[src/rtl/pattern_det_ctrl.sv]
// Programmable serial pattern detector: scans qualified bits for a 1..MAXLEN-bit
// pattern (overlapping or not), pulses per match, counts, and stops at a threshold.
module pattern_det_ctrl #(
    parameter int MAXLEN = 8,
    parameter int CNT_W  = 8
) (
    input  logic              clk,
    input  logic              rst,
    input  logic              cfg_we,
    input  logic [MAXLEN-1:0] cfg_pattern,
    input  logic [3:0]        cfg_len,
    input  logic              cfg_overlap,
    input  logic [CNT_W-1:0]  cfg_thresh,
    input  logic              start,
    input  logic              stop,
    input  logic              bit_valid,
    input  logic              bit_in,
    output logic              busy,
    output logic              match,
    output logic [CNT_W-1:0]  match_cnt,
    output logic              done,
    output logic              cfg_err
);

    localparam int                FILL_W   = $clog2(MAXLEN + 1);
    localparam logic [FILL_W-1:0] FILL_MAX = FILL_W'(MAXLEN);
    localparam logic [3:0]        LEN_MAX  = 4'(MAXLEN);

    typedef enum logic [1:0] {
        S_IDLE = 2'd0,
        S_RUN  = 2'd1,
        S_DONE = 2'd2
    } state_e;

    state_e             state_q;
    logic [MAXLEN-1:0]  sr_q;
    logic [FILL_W-1:0]  fill_q;
    logic [MAXLEN-1:0]  pat_q;
    logic [3:0]         len_q;
    logic               ovl_q;
    logic [CNT_W-1:0]   thr_q;
    logic               busy_q;
    logic               match_q;
    logic [CNT_W-1:0]   cnt_q;
    logic               done_q;
    logic               err_q;

    logic [MAXLEN-1:0]  sr_d;
    logic [FILL_W-1:0]  fill_d;
    logic [MAXLEN-1:0]  mask_s;
    logic               hit_s;
    logic [CNT_W-1:0]   cnt_inc_s;
    logic               cfg_ok_s;

    // Candidate shift/fill update and match decision for the current bit
    always_comb begin
        sr_d   = {sr_q[MAXLEN-2:0], bit_in};
        fill_d = (fill_q == FILL_MAX) ? FILL_MAX : fill_q + FILL_W'(1);
        mask_s = '0;
        for (int i = 0; i < MAXLEN; i++) begin
            mask_s[i] = (i < int'(len_q));
        end
        hit_s     = (int'(fill_d) >= int'(len_q)) && (((sr_d ^ pat_q) & mask_s) == '0);
        cnt_inc_s = (&cnt_q) ? cnt_q : cnt_q + CNT_W'(1);
        cfg_ok_s  = (cfg_len != 4'd0) && (cfg_len <= LEN_MAX);
    end

    // Control FSM with all outputs registered
    always_ff @(posedge clk or negedge rst) begin
        if (!rst) begin
            state_q <= S_IDLE;
            sr_q    <= '0;
            fill_q  <= '0;
            pat_q   <= MAXLEN'(3'b101);
            len_q   <= 4'd3;
            ovl_q   <= 1'b1;
            thr_q   <= '0;
            busy_q  <= 1'b0;
            match_q <= 1'b0;
            cnt_q   <= '0;
            done_q  <= 1'b0;
            err_q   <= 1'b0;
        end else begin
            match_q <= 1'b0;
            err_q   <= 1'b0;
            case (state_q)
                S_IDLE, S_DONE: begin
                    // A config write always takes priority over a coincident start
                    if (cfg_we) begin
                        if (cfg_ok_s) begin
                            pat_q   <= cfg_pattern;
                            len_q   <= cfg_len;
                            ovl_q   <= cfg_overlap;
                            thr_q   <= cfg_thresh;
                            done_q  <= 1'b0;
                            state_q <= S_IDLE;
                        end else begin
                            err_q <= 1'b1;
                        end
                    end else if (start) begin
                        state_q <= S_RUN;
                        sr_q    <= '0;
                        fill_q  <= '0;
                        cnt_q   <= '0;
                        done_q  <= 1'b0;
                        busy_q  <= 1'b1;
                    end else begin
                        state_q <= state_q;
                    end
                end
                S_RUN: begin
                    err_q <= cfg_we;
                    if (stop) begin
                        state_q <= S_IDLE;
                        busy_q  <= 1'b0;
                    end else if (bit_valid) begin
                        sr_q   <= sr_d;
                        // Non-overlapping mode needs len fresh bits after each match
                        fill_q <= (hit_s && !ovl_q) ? '0 : fill_d;
                        if (hit_s) begin
                            match_q <= 1'b1;
                            cnt_q   <= cnt_inc_s;
                            if ((thr_q != '0) && (cnt_inc_s == thr_q)) begin
                                state_q <= S_DONE;
                                done_q  <= 1'b1;
                                busy_q  <= 1'b0;
                            end else begin
                                state_q <= S_RUN;
                            end
                        end else begin
                            cnt_q <= cnt_q;
                        end
                    end else begin
                        state_q <= S_RUN;
                    end
                end
                default: begin
                    state_q <= S_IDLE;
                    busy_q  <= 1'b0;
                end
            endcase
        end
    end

    assign busy      = busy_q;
    assign match     = match_q;
    assign match_cnt = cnt_q;
    assign done      = done_q;
    assign cfg_err   = err_q;

endmodule

[config.mk]
export PLATFORM = sky130hd
export DESIGN_NAME = pattern_det_ctrl
export DESIGN_NICKNAME = d
export VERILOG_FILES = /design/src/rtl/pattern_det_ctrl.sv
export SDC_FILE = /design/constraint.sdc
export NUM_CORES = 1
export LEC_CHECK = 0
export ABC_AREA = 1
export CAP_MARGIN = 25
export CORE_MARGIN = 10
export CORE_UTILIZATION = 54
export DETAILED_ROUTE_END_ITERATION = 16
export PLACE_DENSITY_LB_ADDON = 0.25
export REMOVE_ABC_BUFFERS = 1
export SKIP_LAST_GASP = 1
export SYNTH_ARGS = -nofsm -noshare
export SYNTH_HDL_FRONTEND = slang
export SYNTH_SLANG_ARGS = --single-unit
[constraint.sdc]
create_clock -name clk -period 2.5 [get_ports clk]
set_clock_uncertainty 0.05 [all_clocks]
set_input_delay 0.75 -clock clk [delete_from_list [all_inputs] [get_ports clk]]
set_output_delay 0.75 -clock clk [all_outputs]
set_load 0.005 [all_outputs]
# == After elaboration in Yosys (flattened, before gate mapping) ==
# Cells that the tools add are included.
# totals
input_bits,28
ff_bits,46
# op_classes
n_reduce_logical,18
eq_ne,16
addsub,2
muxes,47
bitwise_logic,2
n_lt_le_gt_ge,10
# ops
operator,n
8-bit 2-to-1 mux,6
4-bit 2-to-1 mux,6
1-bit 2-to-1 mux,19
3-bit by 4-bit < comparator with 1-bit output (first input constant),4
8-bit case mux with 2 select lines,1
3-bit != test (second input constant),5
2-bit 2-to-1 mux,7
7-bit 2-to-1 mux,2
7-bit case mux with 2 select lines,1
2-bit != test (second input constant),6
5-bit AND reduction,2
8-bit by 1-bit adder with 8-bit output (second input constant),1
8-bit bitwise AND,1
8-bit equality test,1
8-bit logical NOT,1
1-bit by 4-bit < comparator with 1-bit output (first input constant),2
2-bit by 4-bit < comparator with 1-bit output (first input constant),2
4-bit case mux with 2 select lines,1
8-bit AND reduction,1
8-bit nonzero test,1
8-bit bitwise XOR,1
7-bit AND reduction,1
1-bit case mux with 2 select lines,3
3-bit AND reduction,2
15 further kinds,18

# == Logic depth before layout (Yosys ltp) ==
# Gate-level depths: netlist (run 1).
# depth
depth_word,9
mapped_depth,16

# == Worst setup path before layout (run 1) ==
# Ideal clock, no wire load.
# synth_path
path_type,register to register
startpoint,register fill_q[0]
endpoint,register cnt_q[7] (netlist: match_cnt[7])
setup_time_ns,0.126
path_stages_with_launch,15
required_ns,2.324
path_slack_ns,0.443
arrival_ns,1.881
path_buffers,1
cell_sequence,dfrtp_1 > inv_1 > ha_1 > nand2_1 > nand3_1 > o21ai_0 > ha_1 > nand4_1 > nand3_1 > nand3_2 > o21ai_1 > nand2_1 > buf_2 > nand2_1 > o31ai_1
# synth_via
elab_chain_cells,6
word_cells_on_any_way,7
classes_between,add/sub (1); order compare (1); eq/ne (2); mux (1); reduce/logical (2)
# synth_lines
item,line_no,rtl
from (decl),37,logic [FILL_W-1:0] fill_q;
from (signal assigned),119,fill_q <= (hit_s && !ovl_q) ? '0 : fill_d;
4-bit by 1-bit adder with 4-bit output or 4-bit equality test (tied branches),58,fill_d = (fill_q == FILL_MAX) ? FILL_MAX : fill_q + FILL_W'(1);
4-bit 2-to-1 mux (*),58,
4-bit greater-or-equal comparator (*),63,hit_s = (int'(fill_d) >= int'(len_q)) && (((sr_d ^ pat_q) & mask_s) == '0);
1-bit logical AND (*),63,
2-bit != test (no line) (*),--,
6-bit AND reduction (no line) (*),--,
to (signal assigned),122,cnt_q <= cnt_inc_s;
to (signal assigned),131,cnt_q <= cnt_q;
to (decl),44,logic [CNT_W-1:0] cnt_q;
# Every way passes the cells marked *; elsewhere a longest branch is shown, timed or not.
# A chain may end at the register's enable or synchronous reset.

# == Worst setup path after layout (run 1) ==
# Same ends and word-level chain as after synthesis.

==> results of run 1 <==
-- power by group --
part | switching, mW | internal, mW
clock | 0.263 | 0.297
sequential | 0.168 | 0.986
combinational | 0.632 | 0.495
-- path summary, 6_finish.rpt --
| kind | from | endpoint | slack (ns) |
|---|---|---|---|
| max in group asynchronous | rst | ovl_q$_DFFE_PN1P_ | 1.53 |
| worst max-delay path | fill_q[0]$_DFFE_PN0P_ | match_cnt[7]$_DFFE_PN0P_ | 0.22 |
| worst min register to register | busy$_DFFE_PN0P_ | busy$_DFFE_PN0P_ | 0.45 |
| min in group asynchronous | rst | match$_DFF_PN0_ | 0.47 |
| worst min-delay path | busy$_DFFE_PN0P_ | busy$_DFFE_PN0P_ | 0.45 |
| worst max register to register | fill_q[0]$_DFFE_PN0P_ | match_cnt[7]$_DFFE_PN0P_ | 0.22 |
-- layer usage --
| metal | global-route usage | share of wire |
|---|---|---|
| met2 | 0.2627 | 0.51 |
| met4 | 0.04377 | 0.011 |
| met5 | 0 | 0 |
| met3 | 0.03741 | 0.050 |
| met1 | 0.1573 | 0.43 |
-- kinds of logic (layout without fill, tap and decap cells) --
kind of cell | Yosys count | after routing | synth area share
buffers and inverters | 55 | 108 | 0.07877
multiplexers | 9 | 9 | 0.03821
AND/OR/NAND/NOR | 158 | 158 | 0.2783
flip-flops | 46 | 46 | 0.4363
AO/OA/AOI/OAI | 46 | 46 | 0.09623
XOR/XNOR | 11 | 11 | 0.03915
adder cells (fa/ha/maj) | 7 | 7 | 0.03302
-- layout make-up --
type	instances	area (um2)	area share
clock buffer	5	68.82	0.02082
clock inverter	3	45.04	0.01363
inverter	51	191.4	0.05791
multi-input combinational	231	1286	0.3891
sequential	46	1157	0.3501
tap	67	83.83	0.02536
timing repair buffer	49	473.0	0.1431
-- worst max-delay path: stages, from the launching register on --
cell,delay [ns]
sky130_fd_sc_hd__dfrtp_1,0.41
sky130_fd_sc_hd__inv_1,0.11
sky130_fd_sc_hd__ha_1,0.15
sky130_fd_sc_hd__nand2_1,0.07
sky130_fd_sc_hd__nand3_1,0.09
sky130_fd_sc_hd__o21ai_0,0.12
sky130_fd_sc_hd__ha_1,0.32
sky130_fd_sc_hd__nand4_1,0.09
sky130_fd_sc_hd__nand3_1,0.10
sky130_fd_sc_hd__nand3_2,0.09
sky130_fd_sc_hd__o21ai_1,0.12
sky130_fd_sc_hd__nand2_1,0.24
sky130_fd_sc_hd__nand2_1,0.14
sky130_fd_sc_hd__o31ai_1,0.07
-- registers in the layout, indices dropped and copies added, names as in the netlist, 2 cells and up --
| register | count |
|---|---|
| sr_q | 7 |
| state_q | 2 |
| len_q | 4 |
| match_cnt | 8 |
| thr_q | 8 |
| fill_q | 4 |
| pat_q | 8 |
-- metrics by stage --
stage | cell area, um2 | TNS [ns] | utilization
2_1_floorplan | 2635 | 0 | -
3_3_place_gp | 3192 | 0 | 0.6713
3_5_place_dp | 3192 | -0.005175 | 0.6713
4_1_cts | 3306 | 0 | 0.6953
5_1_grt | 3306 | 0 | 0.6953
6_report | 3306 | 0 | 0.6953
-- layout by cell type (no fill, tap or decap), drive strengths merged, types with 7 or more instances in the layout --
master / instances
nand2: 88
a21oi: 12
nor2: 29
inv: 50
clkdlybuf4s50: 38
o22ai: 7
o21ai: 21
dfrtp: 41
ha: 7
buf: 11
nand3: 33
mux2: 9
xor2: 8
==> out/qor.tcl, run 1 <==
set qor(clk_pin_slew_ns) 0.09
set qor(maximum_clock_insertion_buffer_count) 2
set qor(tritoncts_num_sinks) 46
set qor(layout.cells.non_filler) 452
set qor(timing.slew.headroom) 0.6144
set qor(synthesis.area_per_instance_um2) 7.990
set qor(final_net_count) 419
set qor(fp.dieH_um) 90.09
set qor(detailedPlacementHpwl_mm) 4.393
set qor(ys_ff_latch) 46
set qor(ctsRootBufferMaster) {sky130_fd_sc_hd__clkbuf_8}
set qor(post_route_cells_drive_above_1_share) 0.1351
set qor(vias_per_cell) 5.170
set qor(syn-cell-area_um2) 2653
set qor(synth_edf_count) 0
set qor(rows) 25
set qor(final_hold_viol_count) 0
set qor(clk-insertion-delay-late_ns) 0.30
set qor(power_mw) 2.841
set qor(timing.setup.critical_path_class) {register to register}
set qor(max_vdd_drop_mv) 0.5720
set qor(timing.critical_path.required_ns) 2.64
set qor(wl_per_cell_um) 12.84
set qor(post-synth-top-area-cell) {sky130_fd_sc_hd__dfrtp_1}
set qor(worst_pin_slew_ns) 0.5784
set qor(num_antenna_cells) 0
set qor(grt_overflow_total) 0
set qor(placed_cells_incl_taps) 444
set qor(final.hold.worst_slack_ns) 0.4459
set qor(via_count_of_the_first_global_routing_pass) 2325
set qor(worstSetupEndpointType) {register}
set qor(drv_cap) 0
set qor(setup_ws_ns) 0.2170
set qor(design.die.area_um2) 8115
set qor(floorplan.core_area_um2) 4755
set qor(asyncSetResetFlopFracSynth) 1.000
set qor(unrepaired_setup_endpoints_after_global_routing) {false}
set qor(number_of_cells_upsized_or_downsized_after_cts) 0
set qor(final_max_slew_viol_count) 0
set qor(cts_tree) {yes}
set qor(synth_ff_type) {sky130_fd_sc_hd__dfrtp_1}
set qor(gp_congestion) 0.8389
set qor(antenna_found_initial) 0
set qor(detail_route.wirelength_mm) 5.803
set qor(grt_use_total) 0.1434
set qor(leakage_power_nw) 1.607
set qor(setup.worst_path.start_class) {register}
set qor(grt_max_degree) 47
set qor(area_delta_synth_final_pct) 24.62
set qor(effective_utilization_at_floorplan) 0.5579
set qor(crit_arrival_ns) 2.43
set qor(grt_pass1_wl_mm) 9.963
set qor(cts_inserted_buffers) 5
set qor(power_density_nw_per_um2) 859.6
set qor(outcome) {finished, final reports clean}
set qor(reg2reg_depth) 13
set qor(period_share) 0.9132
set qor(htreeDepth) 2
set qor(placement.io_buffers) 39
set qor(worst_hold_path_type) {register to register}
set qor(hold_path_depth) 2
set qor(synth_most_common_cell) {sky130_fd_sc_hd__nand2_1}
set qor(syn_inst) 332
set qor(initialDrtViolationCount) 156
set qor(drt.antenna.violating_nets) 0
set qor(dr.pass1.iters) 4
set qor(place_worst_setup_slack_ns) -0.005175
set qor(post-route-min-period_ns) 2.283
set qor(cts_post_setup_buffers_inserted) 0
set qor(yosys_warnings) 0
set qor(ctsHoldBuffers) 0
set qor(cp_max_fo) 11
set qor(design.portCount) 40
set qor(yosysSeqAreaShare) 0.4363
set qor(vias) 2337
set qor(drc) 0
set qor(setup_viol) 0
set qor(yosysTopAreaCellShare) 0.3868
set qor(post_synth_main_area_contributors) {sky130_fd_sc_hd__dfrtp_1 (39%), sky130_fd_sc_hd__nand2_1 (11%), sky130_fd_sc_hd__inv_1 (6.8%)}
set qor(layout.filler_cells) 414
set qor(die-width_um) 90.09
set qor(synth.top_cells.by_count) {sky130_fd_sc_hd__nand2_1 (80), sky130_fd_sc_hd__inv_1 (48), sky130_fd_sc_hd__dfrtp_1 (41), sky130_fd_sc_hd__nand3_1 (30), sky130_fd_sc_hd__nor2_1 (25)}
set qor(fmaxAchievable_ghz) 0.4380
set qor(yosysUniqueCellTypes) 33
Note: power is estimated with default switching activity, not from simulation.
==> inputs of run 2 (changes only) <==
--- a/config.mk
+++ b/config.mk
@@ -10,3 +10,3 @@
 export CORE_MARGIN = 10
-export CORE_UTILIZATION = 54
+export CORE_UTILIZATION = 55
 export DETAILED_ROUTE_END_ITERATION = 16
==> constraint.sdc (replaced) <==
create_clock -name clk -period 2.85 [get_ports clk]
set_clock_uncertainty 0.05 [all_clocks]
set_input_delay 0.855 -clock clk [delete_from_list [all_inputs] [get_ports clk]]
set_output_delay 0.855 -clock clk [all_outputs]
set_load 0.02 [all_outputs]
==> out/qor.tcl, run 2 (synthesis results as in run 1) <==
set qor(outcome) {finished, final reports clean}
set qor(crit_arrival_ns) 2.62
set qor(drt.antenna.violating_nets) 0
set qor(grt_max_degree) 25
set qor(fp.dieH_um) 89.45
set qor(ctsRootBufferMaster) {sky130_fd_sc_hd__clkbuf_8}
set qor(seqPwrFrac) 0.402
set qor(fmaxAchievable_ghz) 0.4088
set qor(most_common_library_cell_in_the_layout_ignoring_fill_and_taps) {sky130_fd_sc_hd__nand2_1}
set qor(antenna_found_initial) 0
set qor(die-width_um) 89.45
set qor(via_count_of_the_first_global_routing_pass) 2292
set qor(multi_input_comb_area_um2) 1286
set qor(power_density_nw_per_um2) 770.1
set qor(maximum_clock_insertion_buffer_count) 2
set qor(detail_route.wirelength_mm) 5.868
set qor(rows) 25
set qor(gp_congestion) 0.8478
set qor(combinationalPowerShare) 0.399
set qor(clk_pin_slew_ns) 0.09
set qor(tritoncts_num_sinks) 46
set qor(final.setup.tns_ns) 0
set qor(post_route_cells_drive_above_1_share) 0.1237
set qor(grt_overflow_total) 0
set qor(grt_use_total) 0.1581
set qor(vias_per_cell) 5.283
set qor(effective_utilization_at_floorplan) 0.5653
set qor(power_switching_mw) 0.9629
set qor(cts_inserted_buffers) 5
set qor(timing.slew.headroom) 0.6355
set qor(timing.critical_path.required_ns) 3.02
set qor(cts_tree) {yes}
set qor(most-common-layout-cells) {sky130_fd_sc_hd__nand2_1 (80), sky130_fd_sc_hd__inv_1 (48), sky130_fd_sc_hd__dfrtp_1 (41), sky130_fd_sc_hd__clkdlybuf4s50_1 (38), sky130_fd_sc_hd__nand3_1 (30)}
set qor(clk-insertion-delay-late_ns) 0.30
set qor(area.sequential_um2) 1157
set qor(area_delta_synth_final_pct) 22.55
set qor(p_clk_frac) 0.199
set qor(worst_pin_slew_ns) 0.5467
set qor(htreeDepth) 2
set qor(ctsHoldBuffers) 0
set qor(layout.filler_cells) 373
set qor(detailedPlacementHpwl_mm) 4.569
set qor(dr.pass1.iters) 5
set qor(final_hold_viol_count) 0
set qor(design.portCount) 40
set qor(wl_per_cell_um) 13.52
set qor(drv_cap) 0
set qor(drc) 0
set qor(cts_post_setup_buffers_inserted) 0
set qor(cp_max_fo) 11
set qor(placement.io_buffers) 39
set qor(intPower_mw) 1.540
set qor(floorplan.core_area_um2) 4692
set qor(swShare) 0.3847
set qor(grt_pass1_wl_mm) 9.963
set qor(period_share) 0.8584
set qor(unrepaired_setup_endpoints_after_global_routing) {false}
set qor(final_max_slew_viol_count) 0
set qor(power_mw) 2.503
set qor(max_vdd_drop_mv) 0.4490
set qor(setup.worst_path.start_class) {register}
set qor(setup_viol) 0
set qor(design.die.area_um2) 8000
set qor(worstSetupEndpointType) {register}
set qor(leakage_power_nw) 1.590
set qor(number_of_cells_upsized_or_downsized_after_cts) 0
set qor(worst_hold_path_type) {register to register}
set qor(post-route-min-period_ns) 2.446
set qor(vias) 2293
set qor(num_antenna_cells) 0
set qor(final_net_count) 414
set qor(timing.setup.critical_path_class) {register to register}
set qor(initialDrtViolationCount) 85
run 2: changes by cell type in the layout (fill, tap and decap cells not counted):
cell / delta
sky130_fd_sc_hd__clkinv_2: +1
sky130_fd_sc_hd__o21ai_0: +1
sky130_fd_sc_hd__buf_4: -5
sky130_fd_sc_hd__o21ai_1: -1
sky130_fd_sc_hd__clkinvlp_4: -2
sky130_fd_sc_hd__inv_6: +1
run 2: final cells by class:
type	count	area share
Multi-Input combinational cell	231	0.3957
Sequential cell	46	0.3560
Timing Repair Buffer	44	0.1339
Inverter	51	0.05889
Clock buffer	5	0.02117
Tap cell	54	0.02079
Clock inverter	3	0.01347
run 2: stage by stage:
| step | std cells | utilization | setup slack (ns) | area, um2 | hold slack [ns] |
|---|---|---|---|---|---|
| floorplan | 328 | - | 0.3592 | 2635 | 0.4194 |
| global placement | 426 | 0.6688 | 0.2835 | 3138 | 0.4117 |
| global route | 434 | 0.6928 | 0.1914 | 3251 | 0.4602 |
| CTS | 434 | 0.6928 | 0.4141 | 3251 | 0.4485 |
| detailed placement | 426 | 0.6688 | 0.2293 | 3138 | 0.4256 |
| finish | 434 | 0.6928 | 0.4036 | 3251 | 0.4421 |
run 2: power by group through the flow:
stage                     clock network, mW  registers (mW)  logic, mW
final                                 0.498            1.01      0.999
after global routing                  0.536            1.03       1.13
after CTS                             0.511            1.01       1.00
after detailed placement                  0            1.02      0.991
after global placement                    0            1.01      0.964
after floorplan                           0            1.01      0.699
run 2: critical path: stages (launching register included):
cell	delay, ns
sky130_fd_sc_hd__dfrtp_1	0.41
sky130_fd_sc_hd__inv_1	0.12
sky130_fd_sc_hd__ha_1	0.17
sky130_fd_sc_hd__nand2_1	0.08
sky130_fd_sc_hd__o21ai_0	0.30
sky130_fd_sc_hd__ha_1	0.22
sky130_fd_sc_hd__nor2_1	0.05
sky130_fd_sc_hd__o211ai_1	0.15
sky130_fd_sc_hd__nand3_1	0.11
sky130_fd_sc_hd__nand3_2	0.14
sky130_fd_sc_hd__o21ai_1	0.08
sky130_fd_sc_hd__nand2_1	0.30
sky130_fd_sc_hd__nand2_1	0.10
sky130_fd_sc_hd__o31ai_1	0.08
run 2: path summary, 6_finish.rpt:
| path | from | endpoint | slack, ns | cells after the start |
|---|---|---|---|---|
| hold reg to reg | busy$_DFFE_PN0P_ | busy$_DFFE_PN0P_ | 0.44 | 2 |
| max in group asynchronous | rst | len_q[0]$_DFFE_PN1P_ | 1.67 | 2 |
| min in group asynchronous | rst | match$_DFF_PN0_ | 0.47 | 1 |
| hold / removal | busy$_DFFE_PN0P_ | busy$_DFFE_PN0P_ | 0.44 | 2 |
| setup / recovery | fill_q[0]$_DFFE_PN0P_ | match_cnt[7]$_DFFE_PN0P_ | 0.40 | 13 |
| setup reg to reg | fill_q[0]$_DFFE_PN0P_ | match_cnt[7]$_DFFE_PN0P_ | 0.40 | 13 |
run 2: layer usage:
| metal | GRT usage | up-vias | share of wire |
|---|---|---|---|
| met5 | 0 | - | 0 |
| met4 | 0.06792 | 0 | 0.019 |
| met3 | 0.03920 | 11 | 0.057 |
| met2 | 0.2733 | 65 | 0.50 |
| met1 | 0.1808 | 1050 | 0.42 |
| li1 | - | 1167 | - |
==> inputs of run 3 (changes only) <==
MAX_ROUTING_LAYER = met4   (was unset)
RECOVER_POWER = 50   (was unset)
==> out/qor.tcl, run 3 (synthesis results as in run 1) <==
set qor(grt_pass1_wl_mm) 9.963
set qor(vias) 2293
set qor(cp_max_fo) 15
set qor(fp.dieH_um) 89.45
set qor(crit_arrival_ns) 2.75
set qor(initialDrtViolationCount) 90
set qor(worstSetupEndpointType) {register}
set qor(htreeDepth) 2
set qor(timing.critical_path.cells) {dlygate4sd3_1, inv_1, nand3_1, xor2_1, nand3_1, clkbuf_1, mux2_2}
set qor(timing.critical_path.slowest_stage_cell) {sky130_fd_sc_hd__dlygate4sd3_1}
set qor(gp_congestion) 0.8611
set qor(cts_inserted_buffers) 5
set qor(cts_post_setup_buffers_inserted) 0
set qor(timing.critical_path.required_ns) 3.00
set qor(via_count_of_the_first_global_routing_pass) 2293
set qor(num_antenna_cells) 0
set qor(post_route_cells_drive_above_1_share) 0.1184
set qor(worst_hold_path_type) {register to register}
set qor(final.hold.worst_slack_ns) 0.4419
set qor(layout.filler_cells) 372
set qor(drc) 0
set qor(detailedPlacementHpwl_mm) 4.569
set qor(die-width_um) 89.45
set qor(design.portCount) 40
set qor(floorplan.core_area_um2) 4692
set qor(final_hold_viol_count) 0
set qor(placement.io_buffers) 39
set qor(ctsRootBufferMaster) {sky130_fd_sc_hd__clkbuf_8}
set qor(dr.pass1.iters) 5
set qor(fmaxAchievable_ghz) 0.3842
set qor(most_common_library_cell_in_the_layout_ignoring_fill_and_taps) {sky130_fd_sc_hd__nand2_1}
set qor(rows) 25
set qor(antenna_found_initial) 0
set qor(cpPeakStageDelay_ns) 0.53
set qor(post-route-min-period_ns) 2.603
set qor(max_vdd_drop_mv) 0.4487
set qor(ctsHoldBuffers) 0
set qor(final.setup.tns_ns) 0
set qor(area_delta_synth_final_pct) 22.26
set qor(critical-path-top-delay-family) {buffers and inverters}
set qor(crit_top_cell) {sky130_fd_sc_hd__nand3_1}
set qor(grt_overflow_total) 0
set qor(leakage_power_nw) 1.591
set qor(worst_pin_slew_ns) 1.306
set qor(maximum_clock_insertion_buffer_count) 2
set qor(wl_per_cell_um) 13.50
set qor(cts_tree) {yes}
set qor(design.die.area_um2) 8000
set qor(final_max_slew_viol_count) 0
set qor(unrepaired_setup_endpoints_after_global_routing) {false}
set qor(drv_cap) 0
set qor(clk_pin_slew_ns) 0.09
set qor(setup_viol) 0
set qor(final_net_count) 414
set qor(outcome) {finished, final reports clean}
set qor(most-common-layout-cells) {sky130_fd_sc_hd__nand2_1 (80), sky130_fd_sc_hd__inv_1 (48), sky130_fd_sc_hd__dfrtp_1 (41), sky130_fd_sc_hd__clkdlybuf4s50_1 (35), sky130_fd_sc_hd__nand3_1 (30)}
set qor(power_density_nw_per_um2) 770.9
set qor(number_of_cells_upsized_or_downsized_after_cts) 0
set qor(period_share) 0.9133
set qor(worst-path-buf-inv) 3
set qor(grt_use_total) 0.1626
set qor(tritoncts_num_sinks) 46
set qor(clk-insertion-delay-late_ns) 0.30
set qor(detail_route.wirelength_mm) 5.858
set qor(timing.slew.headroom) 0.1293
set qor(timing.setup.critical_path_class) {input pin to register}
set qor(drt.antenna.violating_nets) 0
set qor(grt_max_degree) 25
set qor(setup.worst_path.start_class) {input pin}
set qor(effective_utilization_at_floorplan) 0.5653
set qor(vias_per_cell) 5.283
[run 3: cell count changes in the layout (fill, tap and decap cells not counted), sizes merged]
cell / delta
buf: -3
clkbuf: +3
clkdlybuf4s50: -3
dlygate4sd3: +3
[run 3: area by class of cell]
type | instances | area [um2] | area share
Sequential cell | 46 | 1157 | 0.3569
Clock inverter | 3 | 43.79 | 0.01350
Inverter | 51 | 191.4 | 0.05903
Tap cell | 54 | 67.56 | 0.02083
Clock buffer | 5 | 68.82 | 0.02122
Multi-Input combinational cell | 231 | 1286 | 0.3966
Timing Repair Buffer | 44 | 427.9 | 0.1319
[run 3: where the power goes]
part / switching, mW / internal (mW) / leakage, nW / total, mW
Combinational: 0.585 / 0.409 / 0.959 / 0.995
Sequential: 0.142 / 0.864 / 0.574 / 1.01
Clock: 0.236 / 0.263 / 0.0585 / 0.499
[run 3: routing by layer]
layer  vias up  wire, um  GRT usage
met3        11       291    0.03737
met2        61      2945     0.2733
met4         0       113    0.06792
li1       1168         -          -
met1      1053      2507     0.1819
met5         -         0          -
[run 3: final timing paths]
kind                                  startpoint                       end  depth (start not counted)  slack, ns
max                                   cfg_len[2]      pat_q[6]$_DFFE_PN0P_                          7       0.25
min                             busy$_DFFE_PN0P_          busy$_DFFE_PN0P_                          2       0.44
max reg2reg                fill_q[0]$_DFFE_PN0P_  match_cnt[7]$_DFFE_PN0P_                         13       0.41
min reg2reg                     busy$_DFFE_PN0P_          busy$_DFFE_PN0P_                          2       0.44
max in group asynchronous                    rst      len_q[0]$_DFFE_PN1P_                          2       1.16
min in group asynchronous                    rst           match$_DFF_PN0_                          1       0.76
[run 3: through the flow]
| step | area [um2] | setup slack [ns] | std cells | util | power (mW) |
|---|---|---|---|---|---|
| 2_1_floorplan | 2635 | 0.3592 | 328 | - | 1.706 |
| 3_3_place_gp | 3138 | 0.2835 | 426 | 0.6688 | 1.976 |
| 6_report | 3243 | 0.2472 | 434 | 0.6912 | 2.500 |
| 5_1_grt | 3243 | 0.1317 | 434 | 0.6912 | 2.697 |
| 3_5_place_dp | 3138 | 0.2293 | 426 | 0.6688 | 2.010 |
| 4_1_cts | 3251 | 0.4141 | 434 | 0.6928 | 2.520 |
[run 3: worst reg2reg max path, delay by kind of cell (launching register included)]
family	cells	cell delay (ns)
adder cells (fa/ha/maj)	2	0.39
AO/OA/AOI/OAI	4	0.61
AND/OR/NAND/NOR	6	0.78
flip-flops	1	0.41
buffers and inverters	1	0.12
